--- src/rtl/image_transfer_packer.sv ---
// image_transfer_packer: packs a push-only pixel stream into LANES-wide beats,
// queues them in a DEPTH-entry FIFO, and presents them on a valid/ready stream.
//
// Output handshake: a beat is transferred on every rising edge where
// ul1OutValid && ul1OutReady. While ul1OutValid is high and ul1OutReady is
// low, the beat and all of its side-band fields hold stable. The input side has
// no backpressure. A beat that arrives while the FIFO is full and not being
// popped is dropped and flagged.
module image_transfer_packer #(
    parameter int PIXEL_W   = 24,
    parameter int LANES     = 4,
    parameter int DEPTH     = 16,
    parameter int MB_TYPE_W = 2
) (
    input  logic                         ul1Clock,
    input  logic                         ul1Reset,
    input  logic                         ul1InActive,
    input  logic [MB_TYPE_W-1:0]         ulInMbType,
    input  logic [PIXEL_W-1:0]           ulInPixel,
    input  logic                         ul1InMbEnd,
    output logic                         ul1OutValid,
    input  logic                         ul1OutReady,
    output logic [LANES*PIXEL_W-1:0]     ulOutData,
    output logic [LANES-1:0]             ulOutLaneMask,
    output logic [MB_TYPE_W-1:0]         ulOutMbType,
    output logic                         ul1OutMbEnd,
    output logic [$clog2(DEPTH):0]       ulFillLevel,
    output logic                         ul1Overflow,
    output logic                         ul1ProtocolError
);

    localparam int CNT_W  = $clog2(LANES);
    localparam int AW     = $clog2(DEPTH);
    localparam int FILL_W = AW + 1;
    localparam int BEAT_W = LANES * PIXEL_W;

    localparam logic [CNT_W-1:0]  LAST_LANE  = CNT_W'(LANES - 1);
    localparam logic [FILL_W-1:0] FULL_LEVEL = FILL_W'(DEPTH);

    // Packer state: the beat under construction.
    logic [CNT_W-1:0]     lane_cnt;
    logic [BEAT_W-1:0]    part_data;
    logic [LANES-1:0]     part_mask;
    logic [MB_TYPE_W-1:0] beat_type;

    // Packer next-state and the beat offered to the FIFO this cycle.
    logic [CNT_W-1:0]     nxt_cnt;
    logic [BEAT_W-1:0]    nxt_data;
    logic [LANES-1:0]     nxt_mask;
    logic [MB_TYPE_W-1:0] nxt_type;
    logic                 beat_push;
    logic                 beat_end;
    logic                 type_err;

    // FIFO storage and bookkeeping.
    logic [BEAT_W-1:0]    mem_data [DEPTH];
    logic [LANES-1:0]     mem_mask [DEPTH];
    logic [MB_TYPE_W-1:0] mem_type [DEPTH];
    logic                 mem_end  [DEPTH];
    logic [AW-1:0]        rd_ptr;
    logic [AW-1:0]        wr_ptr;
    logic [FILL_W-1:0]    fill;
    logic                 overflow;
    logic                 protocol_error;

    logic                 out_valid;
    logic                 pop;
    logic                 full;
    logic                 wr_en;
    logic                 drop;

    // Place the incoming pixel into its lane and decide whether a beat closes.
    always_comb begin
        nxt_cnt   = lane_cnt;
        nxt_data  = part_data;
        nxt_mask  = part_mask;
        nxt_type  = beat_type;
        beat_push = 1'b0;
        beat_end  = 1'b0;
        type_err  = 1'b0;
        if (ul1InActive) begin
            if (lane_cnt == '0) begin
                nxt_type = ulInMbType;
            end else if (ulInMbType != beat_type) begin
                // Pixel is still packed; the beat keeps its latched type.
                type_err = 1'b1;
            end
            for (int i = 0; i < LANES; i++) begin
                if (CNT_W'(i) == lane_cnt) begin
                    nxt_data[i*PIXEL_W +: PIXEL_W] = ulInPixel;
                    nxt_mask[i]                    = 1'b1;
                end
            end
            if (lane_cnt == LAST_LANE || ul1InMbEnd) begin
                beat_push = 1'b1;
                beat_end  = ul1InMbEnd;
            end else begin
                nxt_cnt = lane_cnt + CNT_W'(1);
            end
        end else if (lane_cnt != '0) begin
            // Active dropped mid-beat: flush what we have, not a macroblock end.
            beat_push = 1'b1;
        end
    end

    // Packer registers; a closed beat (written or dropped) restarts at lane 0
    // with cleared data so unused lanes of the next partial beat read as zero.
    always_ff @(posedge ul1Clock) begin
        if (ul1Reset) begin
            lane_cnt  <= '0;
            part_data <= '0;
            part_mask <= '0;
            beat_type <= '0;
        end else if (beat_push) begin
            lane_cnt  <= '0;
            part_data <= '0;
            part_mask <= '0;
            beat_type <= nxt_type;
        end else begin
            lane_cnt  <= nxt_cnt;
            part_data <= nxt_data;
            part_mask <= nxt_mask;
            beat_type <= nxt_type;
        end
    end

    assign out_valid = (fill != '0);
    assign pop       = out_valid && ul1OutReady;
    assign full      = (fill == FULL_LEVEL);
    // A full FIFO still takes a beat when the head leaves on the same edge.
    assign wr_en     = beat_push && (!full || pop);
    assign drop      = beat_push && !wr_en;

    // FIFO storage write; contents need no reset because fill gates visibility.
    always_ff @(posedge ul1Clock) begin
        if (!ul1Reset && wr_en) begin
            mem_data[wr_ptr] <= nxt_data;
            mem_mask[wr_ptr] <= nxt_mask;
            mem_type[wr_ptr] <= nxt_type;
            mem_end[wr_ptr]  <= beat_end;
        end
    end

    // FIFO pointers, fill level and sticky error flags.
    always_ff @(posedge ul1Clock) begin
        if (ul1Reset) begin
            rd_ptr         <= '0;
            wr_ptr         <= '0;
            fill           <= '0;
            overflow       <= 1'b0;
            protocol_error <= 1'b0;
        end else begin
            if (wr_en) begin
                wr_ptr <= wr_ptr + AW'(1);
            end
            if (pop) begin
                rd_ptr <= rd_ptr + AW'(1);
            end
            case ({wr_en, pop})
                2'b10:   fill <= fill + FILL_W'(1);
                2'b01:   fill <= fill - FILL_W'(1);
                default: fill <= fill;
            endcase
            if (drop) begin
                overflow <= 1'b1;
            end
            if (type_err) begin
                protocol_error <= 1'b1;
            end
        end
    end

    // Head of the FIFO drives the outputs directly; everything reads 0 when empty.
    always_comb begin
        ul1OutValid   = out_valid;
        ulOutData     = '0;
        ulOutLaneMask = '0;
        ulOutMbType   = '0;
        ul1OutMbEnd   = 1'b0;
        if (out_valid) begin
            ulOutData     = mem_data[rd_ptr];
            ulOutLaneMask = mem_mask[rd_ptr];
            ulOutMbType   = mem_type[rd_ptr];
            ul1OutMbEnd   = mem_end[rd_ptr];
        end
        ulFillLevel      = fill;
        ul1Overflow      = overflow;
        ul1ProtocolError = protocol_error;
    end

endmodule

--- config.mk ---
export PLATFORM = sky130hd
export DESIGN_NAME = image_transfer_packer
export DESIGN_NICKNAME = d
export VERILOG_FILES = /design/src/rtl/image_transfer_packer.sv
export SDC_FILE = /design/constraint.sdc
export NUM_CORES = 1
export LEC_CHECK = 0
export BUFFER_PORTS_ARGS = -buffer_cell sky130_fd_sc_hd__buf_2
export CAP_MARGIN = 10
export CORE_ASPECT_RATIO = 1.25
export CORE_MARGIN = 10
export CORE_UTILIZATION = 40
export CTS_CLUSTER_SIZE = 14
export DETAILED_ROUTE_END_ITERATION = 10
export HOLD_SLACK_MARGIN = 0.05
export PLACE_DENSITY = 0.63
export SYNTH_ARGS = -nofsm -noshare
export SYNTH_HDL_FRONTEND = slang
export SYNTH_SLANG_ARGS = --single-unit
--- constraint.sdc ---
create_clock -name ul1Clock -period 13.95 [get_ports ul1Clock]
set_input_delay 2.79 -clock ul1Clock [delete_from_list [all_inputs] [get_ports ul1Clock]]
set_output_delay 2.79 -clock ul1Clock [all_outputs]
set_load 0.01 [all_outputs]
==> flow_metrics.tcl <==
set metrics [dict create \
    syn_avg_cell_area_um2 22.4 \
    hp-class "reg2reg" \
    cp.required_ns 11.16 \
    drv_cap 0 \
    io_buffers 141 \
    via_per_inst 5.65 \
    cts_inserted_buffers 165 \
    seq_area_frac_synth_pct 77.1 \
    wl_mm 161 \
    cp_cell_sequence "buf_4, buf_4, buf_4, mux4_2, mux2i_1, o22ai_1, buf_2" \
    die_h_um 479 \
    final_util_pct 45.4 \
    ys_warn_count 0 \
    syn_area_mm2 0.0674 \
    tritoncts "done" \
    whs_ns 0.514 \
    min_period_ns 7.78 \
    drt_iter0_markers 3190 \
    clk_pin_slew_ns 0.07 \
    fin_crit_sh_pct 55.7 \
    ant_nets 0 \
    cts_max_level 4 \
    clock_skew_ns 0.0297 \
    irDropWorstVdd_uv 157 \
    synth-main-ff-cell "edfxtp_1" \
    cp.arrival_ns 4.99 \
    ys_seq_elements 1771 \
    place_hpwl_mm 82.8 \
    slew_viol_final 0 \
    post_cts_buffers 0 \
    grt_pass1_vias 32500 \
    final_area_mm2 0.0761 \
    grt_pass1_wl_mm 234 \
    ff2ff_setup_slack_ns 9.43 \
    wl_per_cell_um 29.0 \
    setup.worst_path.start_class "register" \
    fin_nets 3245 \
    cts_resized 0 \
    gp_routability_congestion 0.711 \
    num_io_pins 142 \
    worstSetupPathType "reg2out" \
    design.die.area_mm2 0.185 \
    power.density_mw_per_mm2 168 \
    grt_setup_unrepaired "no" \
    core_area_mm2 0.168 \
    critPathBufInv 4 \
    drc 0 \
    syn_inst 3005 \
    grt_max_degree 123 \
    cp_max_fo 48 \
    layout-drive-gt1-share_pct 29.1 \
    async_reset_ff_share_pct 0 \
    vias 31400 \
    cts_max_path_buffers 3 \
    overflow 0 \
    fillers 13800 \
    synth_edf_count 1648 \
    num_rows 168 \
    drt_first_pass_iters 5 \
    cts_root_buffer "clkbuf_16" \
    final_cells 5554 \
    track_usage_pct 17.2 \
    finalHoldViolations 0 \
    setup_viol 0 \
    syn-num-nets 3049 \
    slew_headroom_pct 23.2 \
    leakagePower_nw 24.2 \
    hold_depth 2 \
    cp.depth 7 \
    critPathMaxStageDelay_ns 0.84 \
    end_kind "primary output" \
    r2r_cells 8 \
    areaGrowthSynthToFinish_pct 12.9 \
    synth_cell_types 46 \
    max_freq_ghz 0.129 \
    path_common_cell "buf_4" \
    slowest_stage "dfxtp_4" \
    start_util_pct 40.2 \
    die_w_um 387 \
    status "completed" \
    holdBufCountCts 0 \
    antenna_found_initial 23 \
    placed_area_mm2 0.0708 \
    clock_sinks 1771 \
    setup_tns_ns 0 \
    place_inst 5244 \
    insertion_delay_ns 0.80 \
    worst_pin_slew_ns 1.15 \
    path_delay_family "buffers and inverters" \
]
[sequential cells by signal (all words and copies together), names as in the netlist, 5 cells and up, named ones only]
name         flops
mem_mask        64
mem_type        32
ulFillLevel      5
part_data       96
mem_data      1536
mem_end         16
[synth_stat cells, types with 8 or more instances]
cell type  count  area share, %
nand2_1       14          0.078
edfxtp_1    1648             73
o22ai_1      102           0.95
and3_1       100           0.93
clkbuf_1      69           0.38
mux2_2        99            1.7
buf_1         17          0.095
nand2b_1       8          0.074
mux2i_1      211            3.1
a21oi_1        9          0.067
inv_1          9          0.050
nor2_1        24           0.13
ha_1          12           0.22
dfxtp_1      123            3.7
mux4_2       411             14
buf_2         87           0.65
[per-layer routing]
layer | GRT usage [%] | up-vias | wire length (um)
met5 | 0 | - | 25
met4 | 4.74 | 4 | 3370
met3 | 3.26 | 217 | 11800
met2 | 28.2 | 1149 | 79000
met1 | 23.4 | 17000 | 67100
li1 | - | 13100 | -
[per-stage QoR]
stage	power [W]	setup WS [ns]
after floorplan	0.00763	2.50
after global placement	0.00861	7.01
after detailed placement	0.00862	7.00
after CTS	0.0130	6.10
after global routing	0.0133	5.98
final	0.0128	6.17
[tightest hold or removal path: cells and delay by family, from the launching register on]
| family | cells | cell delay, ns |
|---|---|---|
| flip-flops | 1 | 0.36 |
| AND/OR/NAND/NOR | 1 | 0.07 |
| AO/OA/AOI/OAI | 1 | 0.05 |
[cell usage in the layout, fill, tap and decap left out, types with 3 or more instances in the layout]
master / instances
clkbuf_1: 49
dfxtp_1: 120
and3_1: 100
o22ai_1: 102
o21ai_0: 3
a21oi_1: 9
bufinv_16: 9
clkinv_1: 29
clkinv_2: 26
dfxtp_4: 3
buf_4: 54
mux2_2: 99
buf_2: 141
nand2b_1: 8
xnor2_1: 4
mux4_2: 411
nand3_1: 7
nor2_1: 12
buf_12: 8
and2_1: 4
clkinv_8: 3
nand4_1: 4
edfxtp_1: 1648
nor3_2: 5
nor2_4: 12
inv_1: 8
clkbuf_8: 7
or4_1: 3
diode_2: 7
mux2i_1: 211
inv_16: 4
xor2_1: 3
ha_1: 12
nand2_1: 12
clkbuf_16: 169
[logic make-up after synthesis]
logic type	after synthesis	synth area share, %
DFF	1771	77.1
muxes	723	18.6
buffers and inverters	183	1.19
and+or+nand+nor	178	1.55
AOI/OAI and AO/OA	130	1.29
adders and majority gates	13	0.252
xor gates and xnor gates	7	0.0910
[path summary, 6_finish.rpt]
check	start	endpoint
max	register	ulOutData[89]
min	ul1Overflow	ul1Overflow
max reg2reg	lane_cnt[0]	mem_data[11][26]
min reg2reg	ul1Overflow	ul1Overflow
[power by group]
| part | switching (W) | internal, W |
|---|---|---|
| clock | 0.00194 | 0.00245 |
| combinational | 0.00149 | 0.00102 |
| sequential | 0.0000686 | 0.00583 |
[area by class of cell]
| type | instances | area (um2) | area share [%] |
|---|---|---|---|
| inverter | 9 | 36.3 | 0.0477 |
| antenna | 7 | 17.5 | 0.0230 |
| clock inverter | 78 | 739 | 0.972 |
| sequential | 1771 | 52000 | 68.3 |
| multi-input combinational | 1051 | 14800 | 19.4 |
| timing repair buffer | 203 | 1270 | 1.67 |
| tap | 2210 | 2770 | 3.63 |
| clock buffer | 225 | 4510 | 5.93 |
(Power assumes the default switching activity.)
